File: src/rtl/qpsk_blk_mapper.sv
// QPSK block mapper: captures an interleaved coded block and streams it as
// I/Q symbols (bit 2k -> I, bit 2k+1 -> Q, 0 -> +1, 1 -> -1) under valid/ready.
module qpsk_blk_mapper #(
    parameter int BLK_SIZE = 384,
    parameter int SYM_W    = 2
) (
    input  logic                clk,
    input  logic                reset,
    input  logic [BLK_SIZE-1:0] in_blk,
    input  logic                in_blk_valid,
    input  logic [2:0]          ncbps_sel,
    output logic                in_blk_ready,
    output logic [SYM_W-1:0]    sym_i,
    output logic [SYM_W-1:0]    sym_q,
    output logic                sym_valid,
    input  logic                sym_ready,
    output logic                sym_last,
    output logic                len_err
);

    typedef enum logic {IDLE, SEND} state_t;

    state_t              state;
    logic [BLK_SIZE-1:0] blk;
    logic [7:0]          nsym;
    logic [7:0]          cnt;
    logic [7:0]          nsym_sel;
    logic                sel_ok;
    logic                accept;
    logic                sym_hs;

    function automatic logic [SYM_W-1:0] map_bit(input logic b);
        return b ? '1 : SYM_W'(1);
    endfunction

    always_comb begin
        sel_ok   = 1'b1;
        nsym_sel = 8'd0;
        case (ncbps_sel)
            3'd0:    nsym_sel = 8'd192;
            3'd1:    nsym_sel = 8'd96;
            3'd2:    nsym_sel = 8'd48;
            3'd3:    nsym_sel = 8'd24;
            3'd4:    nsym_sel = 8'd12;
            default: sel_ok   = 1'b0;
        endcase
    end

    assign sym_hs       = sym_valid & sym_ready;
    assign in_blk_ready = !reset && (state == IDLE || (sym_hs && sym_last));
    assign accept       = in_blk_valid & in_blk_ready;

    // The holding register shifts right one symbol per handshake, so the next
    // symbol is always at blk[1:0]; symbol 0 is taken straight from in_blk.
    always_ff @(posedge clk) begin
        if (reset) begin
            state     <= IDLE;
            blk       <= '0;
            nsym      <= '0;
            cnt       <= '0;
            sym_valid <= 1'b0;
            sym_i     <= '0;
            sym_q     <= '0;
            sym_last  <= 1'b0;
            len_err   <= 1'b0;
        end else begin
            len_err <= 1'b0;
            if (accept && sel_ok) begin
                state     <= SEND;
                blk       <= in_blk >> 2;
                nsym      <= nsym_sel;
                cnt       <= '0;
                sym_valid <= 1'b1;
                sym_i     <= map_bit(in_blk[0]);
                sym_q     <= map_bit(in_blk[1]);
                sym_last  <= 1'b0;
            end else begin
                if (accept)
                    len_err <= 1'b1;
                if (sym_hs) begin
                    if (sym_last) begin
                        state     <= IDLE;
                        cnt       <= '0;
                        sym_valid <= 1'b0;
                        sym_i     <= '0;
                        sym_q     <= '0;
                        sym_last  <= 1'b0;
                    end else begin
                        cnt      <= cnt + 8'd1;
                        blk      <= blk >> 2;
                        sym_i    <= map_bit(blk[0]);
                        sym_q    <= map_bit(blk[1]);
                        sym_last <= (cnt + 8'd1 == nsym - 8'd1);
                    end
                end
            end
        end
    end

endmodule
File: config.mk
export PLATFORM = sky130hd
export DESIGN_NAME = qpsk_blk_mapper
export DESIGN_NICKNAME = d
export VERILOG_FILES = /design/src/rtl/qpsk_blk_mapper.sv
export SDC_FILE = /design/constraint.sdc
export NUM_CORES = 1
export LEC_CHECK = 0
export BUFFER_PORTS_ARGS = -buffer_cell sky130_fd_sc_hd__buf_2
export CAP_MARGIN = 20
export CORE_MARGIN = 2
export CORE_UTILIZATION = 53
export CTS_CLUSTER_DIAMETER = 100
export DETAILED_ROUTE_END_ITERATION = 8
export GPL_ROUTABILITY_DRIVEN = 0
export PLACE_DENSITY = 0.78
export SKIP_LAST_GASP = 1
export SYNTH_ARGS = -nofsm -noshare
export SYNTH_HDL_FRONTEND = slang
export SYNTH_SLANG_ARGS = --single-unit
export TNS_END_PERCENT = 5
File: constraint.sdc
create_clock -name clk -period 2.32 [get_ports clk]
set_input_delay 0.464 -clock clk [delete_from_list [all_inputs] [get_ports clk]]
set_output_delay 0.464 -clock clk [all_outputs]
set_load 0.05 [all_outputs]
==> impl_metrics.csv, run 1 <==
group,metric,value,unit
sta,finalCriticalPeriod,2.05,ns
sta,skew,0.0123,ns
logic_synthesis,netlist_top_cells_area,"dfxtp_1 51%, a22oi_1 18%, a21oi_1 12%",
finish,drive_above_1_share,0.234,
sta,fin_setup_tns,0,ns
logic_synthesis,ys_seq_area_frac,0.506,
setup_path,critPathRequiredTime,2.76,ns
power_and_ir_drop,leakagePower,7.12,nW
setup_path,cp-end-kind,"flop",
global_route,grt_pass1_wl,67.7,mm
global_route,top_usage_layer,"met2",
cts,cts_tree,"built",
global_route,antenna_found_initial,16,
floorplan,rows,63,
setup_path,cp_slowest_cell,"buf_4",
detailed_routing,finalWirelength,43.4,mm
cts,post_cts_buffers,0,
floorplan,start_util,0.538,
place,io_buffers,398,
finish,finalNetCount,2529,
logic_synthesis,async_flop_share,0,
setup_path,cp.arrival,2.49,ns
global_route,use_met1,0.326,
finish,syn2layout_area_growth,21.8,%
detailed_routing,drc,0,
logic_synthesis,syn_area,15900,µm²
cts,clkTransAtPathRegs,0.06,ns
detailed_routing,drtIter0Drc,1467,
sta,final_hold_viol_count,0,
detailed_routing,viasPerCell,5.78,
floorplan,core_area,29600,µm²
sta,post-route-period-util,0.884,
min_path,hold_depth,2,
setup_path,critPathTopFamily,"buffers and inverters",
power_and_ir_drop,peakVddDrop,0.590,mV
setup_path,timing.critical_path.buf_inv,2,
detailed_routing,detail-route-antenna-nets,0,
min_path,holdPathEnd,"sym_q[1]",
logic_synthesis,synth_fp_nets,2236,
sta,worst_pin_slew,0.924,ns
setup_path,r2r-end,"blk[5]",
logic_synthesis,synth_cell_type_count,45,
setup_path,crit_path_max_incr_delay,0.54,ns
floorplan,die_area,31400,µm²
detailed_routing,firstDrtPassIters,6,
setup_path,r2r-start,"state",
setup_path,r2r_setup_slack,0.27,ns
detailed_routing,vias,14800,
floorplan,die_w,177,µm
power_and_ir_drop,p_per_area,800,nW/µm²
global_route,grt_pass1_vias,14000,
setup_path,path_class,"flop to flop",
setup_path,cp_max_fo,60,
sta,max_freq,488,MHz
cts,cts_root_buffer,"clkbuf_16",
logic_synthesis,syn_avg_cell_area,8.63,µm²
setup_path,rr_worst_depth,7,
cts,holdBufCountCts,0,
detailed_routing,wire_per_inst,16.9,µm
sta,holdWs,0.187,ns
job,maxCapViolCount,0,
cts,post_cts_resized,0,
sta,rsz0062_at_grt,"false",
status,status,"completed",
global_route,grt_max_degree,207,
setup_path,cp_cell_sequence,"a21boi_4, nor4bb_4, buf_12, nor2_4, buf_4, nand2_1, a21oi_1",
place,dpl.cell_count,2482,
finish,final_common_cell,"dfxtp_1",
logic_synthesis,synth_edf_count,0,
global_route,overflow,0,
floorplan,fp.dieH,177,µm
min_path,worstHoldPathType,"input pin to flop",
logic_synthesis,synth_top_area_cell,"dfxtp_1",
finish,layout_common_cells,"402 x dfxtp_1, 400 x nand2_1, 397 x buf_2",
cts,htreeDepth,2,
sta,drv_slew,0,
sta,finalSetupViolCount,0,
logic_synthesis,synthCells,1842,
place,hpwl,27.7,mm
cts,cts_buffers,41,
floorplan,ios,399,
cts,cts_sinks,402,
cts,clk_path_buf_depth,3,
min_path,min_from,"reset",
sta,slew_headroom,0.384,
global_route,use_met2,0.444,
setup_path,startpoint_type,"flop",
logic_synthesis,synth_seq_cells,402,
logic_synthesis,synth_ff_type,"dfxtp_1",
cts,clk_latency,0.52,ns
global_route,grt_use_total,0.260,
global_route,grtUsageMet3,0.0569,
logic_synthesis,yosys.area.top_type_share,0.506,
logic_synthesis,synth_warnings,0,
finish,fin_cells,2567,
-- cell type report --
type                       count  area (µm²)
antenna                       11        27.5
timing repair buffer         426        2440
fill                        2535       10200
multi-input combinational   1261        6970
clock inverter                15         161
inverter                       3        11.3
tap                          390         488
clock buffer                  59        1230
sequential                   402        8050
-- stage by stage --
step | cell area [µm²] | power, mW | util | setup WS, ns
finish | 19400 | 15.5 | 0.655 | 0.269
global route | 19400 | 16.1 | 0.655 | 0.131
CTS | 19300 | 15.6 | 0.654 | 0.281
detailed placement | 18000 | 8.92 | 0.607 | 0.0500
global placement | 18000 | 8.88 | 0.607 | 0.118
floorplan | 15900 | 8.34 | - | 0.251
-- state kept, by name, indices dropped and copies added, names as in the netlist --
signal    count
blk         382
cnt           8
nsym          6
sym_i         2
len_err       1
state         1
sym_last      1
sym_q         1
-- how the worst max path moves through the flow --
| stage | from | end | slack (ns) | cells past startpoint |
|---|---|---|---|---|
| 4_1_cts | state | blk[5] | 0.28 | 7 |
| 3_3_place_gp | ncbps_sel[1] | blk[341] | 0.12 | 7 |
| 6_report | state | blk[5] | 0.27 | 7 |
| 2_1_floorplan | sym_last | nsym[2] | 0.25 | 6 |
| 5_1_grt | state | blk[35] | 0.13 | 7 |
| 3_5_place_dp | ncbps_sel[1] | blk[287] | 0.05 | 7 |
-- synthesized netlist by cell type, types with 2 or more instances --
cell type,count
dfxtp_1,402
nand2_1,400
a21oi_1,388
a22oi_1,380
clkbuf_1,73
buf_2,58
buf_4,29
nor2_1,22
buf_1,11
nand3_1,7
xnor2_1,7
xor2_1,6
buf_6,5
o21ai_0,5
a311oi_1,4
nor3_1,4
ha_1,3
inv_1,3
a31oi_1,2
and2_1,2
and3_1,2
nand2b_1,2
nor2_4,2
nor3b_1,2
or2_2,2
or3_1,2
-- where the power goes --
part           switching, mW  internal (mW)  total [mW]
Combinational          0.845          0.583        1.43
Sequential             0.159           7.20        7.36
Clock                   2.70           4.01        6.71
Total                   3.70           11.8        15.5
-- layer usage --
metal,vias up,share of wire
li1,7231,-
met1,7022,0.40
met2,481,0.50
met3,88,0.073
met4,8,0.026
met5,-,0.0011
-- cells by family after synthesis --
kind of cell / Yosys count / share of synthesized area
AO/OA/AOI/OAI: 786 / 0.311
AND/OR/NAND/NOR: 456 / 0.115
flip-flops: 402 / 0.506
buffers and inverters: 179 / 0.0560
XOR/XNOR: 14 / 0.00858
adder cells (fa/ha/maj): 3 / 0.00236
multiplexers: 2 / 0.00134
No activity file was read; power rests on OpenSTA's default activity.
==> run 2, diff against run 1 <==
--- a/config.mk
+++ b/config.mk
@@ -13,7 +13,7 @@
 export DETAILED_ROUTE_END_ITERATION = 8
 export GPL_ROUTABILITY_DRIVEN = 0
 export PLACE_DENSITY = 0.78
-export SKIP_LAST_GASP = 1
+export RECOVER_POWER = 50
 export SYNTH_ARGS = -nofsm -noshare
 export SYNTH_HDL_FRONTEND = slang
 export SYNTH_SLANG_ARGS = --single-unit
==> run 2 against run 1 <==
  * Maximum frequency decreased by 1.4%
  * Via count about the same
  * Wire length about the same
  * Count of clock-buffer cells in the layout unchanged
  * Non-clock buffer count unchanged
  * Global-route usage unchanged
  * Register-to-register slack got worse by 0.03 ns
  * Critical path depth decreased by 1
  * Hold slack got worse by 0.00074 ns
  * Sequential share of layout area increased by 0.11 points
  * Clock skew increased by 0.0039 ns
  * Die area unchanged
  * Highest routed layer unchanged
==> impl_metrics.csv, run 2 (synthesis results as in run 1) <==
group,metric,value,unit
cts,htreeDepth,2,
detailed_routing,drtIter0Drc,1432,
floorplan,rows,63,
floorplan,start_util,0.538,
detailed_routing,vias,14800,
sta,finalCriticalPeriod,2.08,ns
floorplan,core_area,29600,µm²
global_route,overflow,0,
power_and_ir_drop,p_sw,3.70,mW
power_and_ir_drop,p_seq_frac,0.475,
power_and_ir_drop,peakVddDrop,0.589,mV
global_route,antenna_found_initial,16,
global_route,grt_max_degree,207,
sta,fin_setup_tns,0,ns
power_and_ir_drop,p_per_area,802,nW/µm²
detailed_routing,drc,0,
detailed_routing,detail-route-antenna-nets,0,
cts,post_cts_resized,0,
setup_path,cp-end-kind,"flop",
finish,final_common_cell,"dfxtp_1",
sta,worst_pin_slew,0.983,ns
cts,cts_buffers,41,
sta,final_hold_viol_count,0,
power_and_ir_drop,internal_power,11.8,mW
detailed_routing,viasPerCell,5.78,
setup_path,cp-startpoint,"sym_last",
finish,layout_common_cells,"402 x dfxtp_1, 400 x nand2_1, 390 x buf_2",
detailed_routing,wire_per_inst,16.9,µm
cts,clkTransAtPathRegs,0.07,ns
detailed_routing,finalWirelength,43.3,mm
cts,cts_tree,"built",
sta,post-route-period-util,0.897,
status,status,"completed",
power_and_ir_drop,switching_share,0.239,
setup_path,path_class,"flop to flop",
finish,largestRegisters,"blk (382), cnt (8), nsym (6)",
power_and_ir_drop,leakagePower,7.07,nW
sta,finalSetupViolCount,0,
setup_path,cp_max_fo,78,
finish,finalNetCount,2529,
global_route,grt_pass1_wl,67.7,mm
setup_path,startpoint_type,"flop",
setup_path,critPathRequiredTime,2.76,ns
floorplan,die_w,177,µm
sta,rsz0062_at_grt,"false",
power_and_ir_drop,p_clk_frac,0.434,
finish,largest_reg_flops,382,
floorplan,fp.dieH,177,µm
sta,max_freq,481,MHz
cts,post_cts_buffers,0,
power_and_ir_drop,share_comb_of_total_power,0.091,
global_route,grt_pass1_vias,14000,
job,maxCapViolCount,0,
power_and_ir_drop,total_power,15.5,mW
setup_path,cp.arrival,2.52,ns
cts,clk_path_buf_depth,3,
min_path,min_from,"reset",
cts,cts_sinks,402,
cts,cts_root_buffer,"clkbuf_16",
cts,holdBufCountCts,0,
sta,drv_slew,0,
place,hpwl,27.7,mm
detailed_routing,firstDrtPassIters,7,
place,io_buffers,398,
finish,syn2layout_area_growth,21.5,%
finish,drive_above_1_share,0.229,
setup_path,r2r-start,"sym_last",
floorplan,ios,399,
finish,regMostFlops,"blk",
cts,clk_latency,0.52,ns
floorplan,die_area,31400,µm²
global_route,grt_use_total,0.260,
min_path,worstHoldPathType,"input pin to flop",
sta,slew_headroom,0.344,
sta,skew,0.0162,ns
==> run 2: cell type report <==
type | count | area [µm²]
timing repair buffer | 426 | 2400
tap | 390 | 488
inverter | 3 | 11.3
fill | 2552 | 10200
clock inverter | 15 | 161
clock buffer | 59 | 1230
multi-input combinational | 1261 | 6960
sequential | 402 | 8050
antenna | 10 | 25.0
==> run 2: power by group through the flow <==
stage,clock (mW),sequential (mW),combinational [mW]
2_1_floorplan,0,7.48,0.864
3_3_place_gp,0,7.49,1.39
3_5_place_dp,0,7.50,1.41
4_1_cts,6.84,7.35,1.42
5_1_grt,7.12,7.38,1.57
6_report,6.71,7.36,1.42
==> run 2: critical path: stages (launching register included) <==
cell      delay (ns)
dfxtp_1         0.33
buf_4           0.18
nor2_2          0.41
buf_12          0.36
clkbuf_2        0.36
a22oi_1         0.15
a21oi_1         0.15
==> run 2: metal layers <==
metal | GRT usage | part of all wire | wire length (µm) | vias up
met5 | 0 | 0.0011 | 46 | -
met3 | 0.0569 | 0.077 | 3330 | 91
met4 | 0.0816 | 0.027 | 1170 | 8
met2 | 0.444 | 0.50 | 21500 | 537
met1 | 0.326 | 0.40 | 17300 | 6976
li1 | - | - | - | 7228
==> run 2: path summary, 6_finish.rpt <==
path                            endpoint  slack [ns]  cells after the start
worst max-delay path            blk[100]        0.24                      6
worst max register to register  blk[100]        0.24                      6
worst min-delay path            sym_q[1]        0.19                      2
worst min register to register  blk[211]        0.45                      2
==> run 2: per-stage QoR <==
step,cells,worst slack (ns),util,hold WS (ns),cell area (µm²)
6_report,2566,0.240,0.653,0.187,19300
4_1_cts,2556,0.281,0.654,0.169,19300
2_1_floorplan,1842,0.251,-,0.437,15900
3_3_place_gp,2482,0.118,0.607,0.441,18000
5_1_grt,2565,0.0779,0.653,0.184,19300
3_5_place_dp,2482,0.0500,0.607,0.447,18000
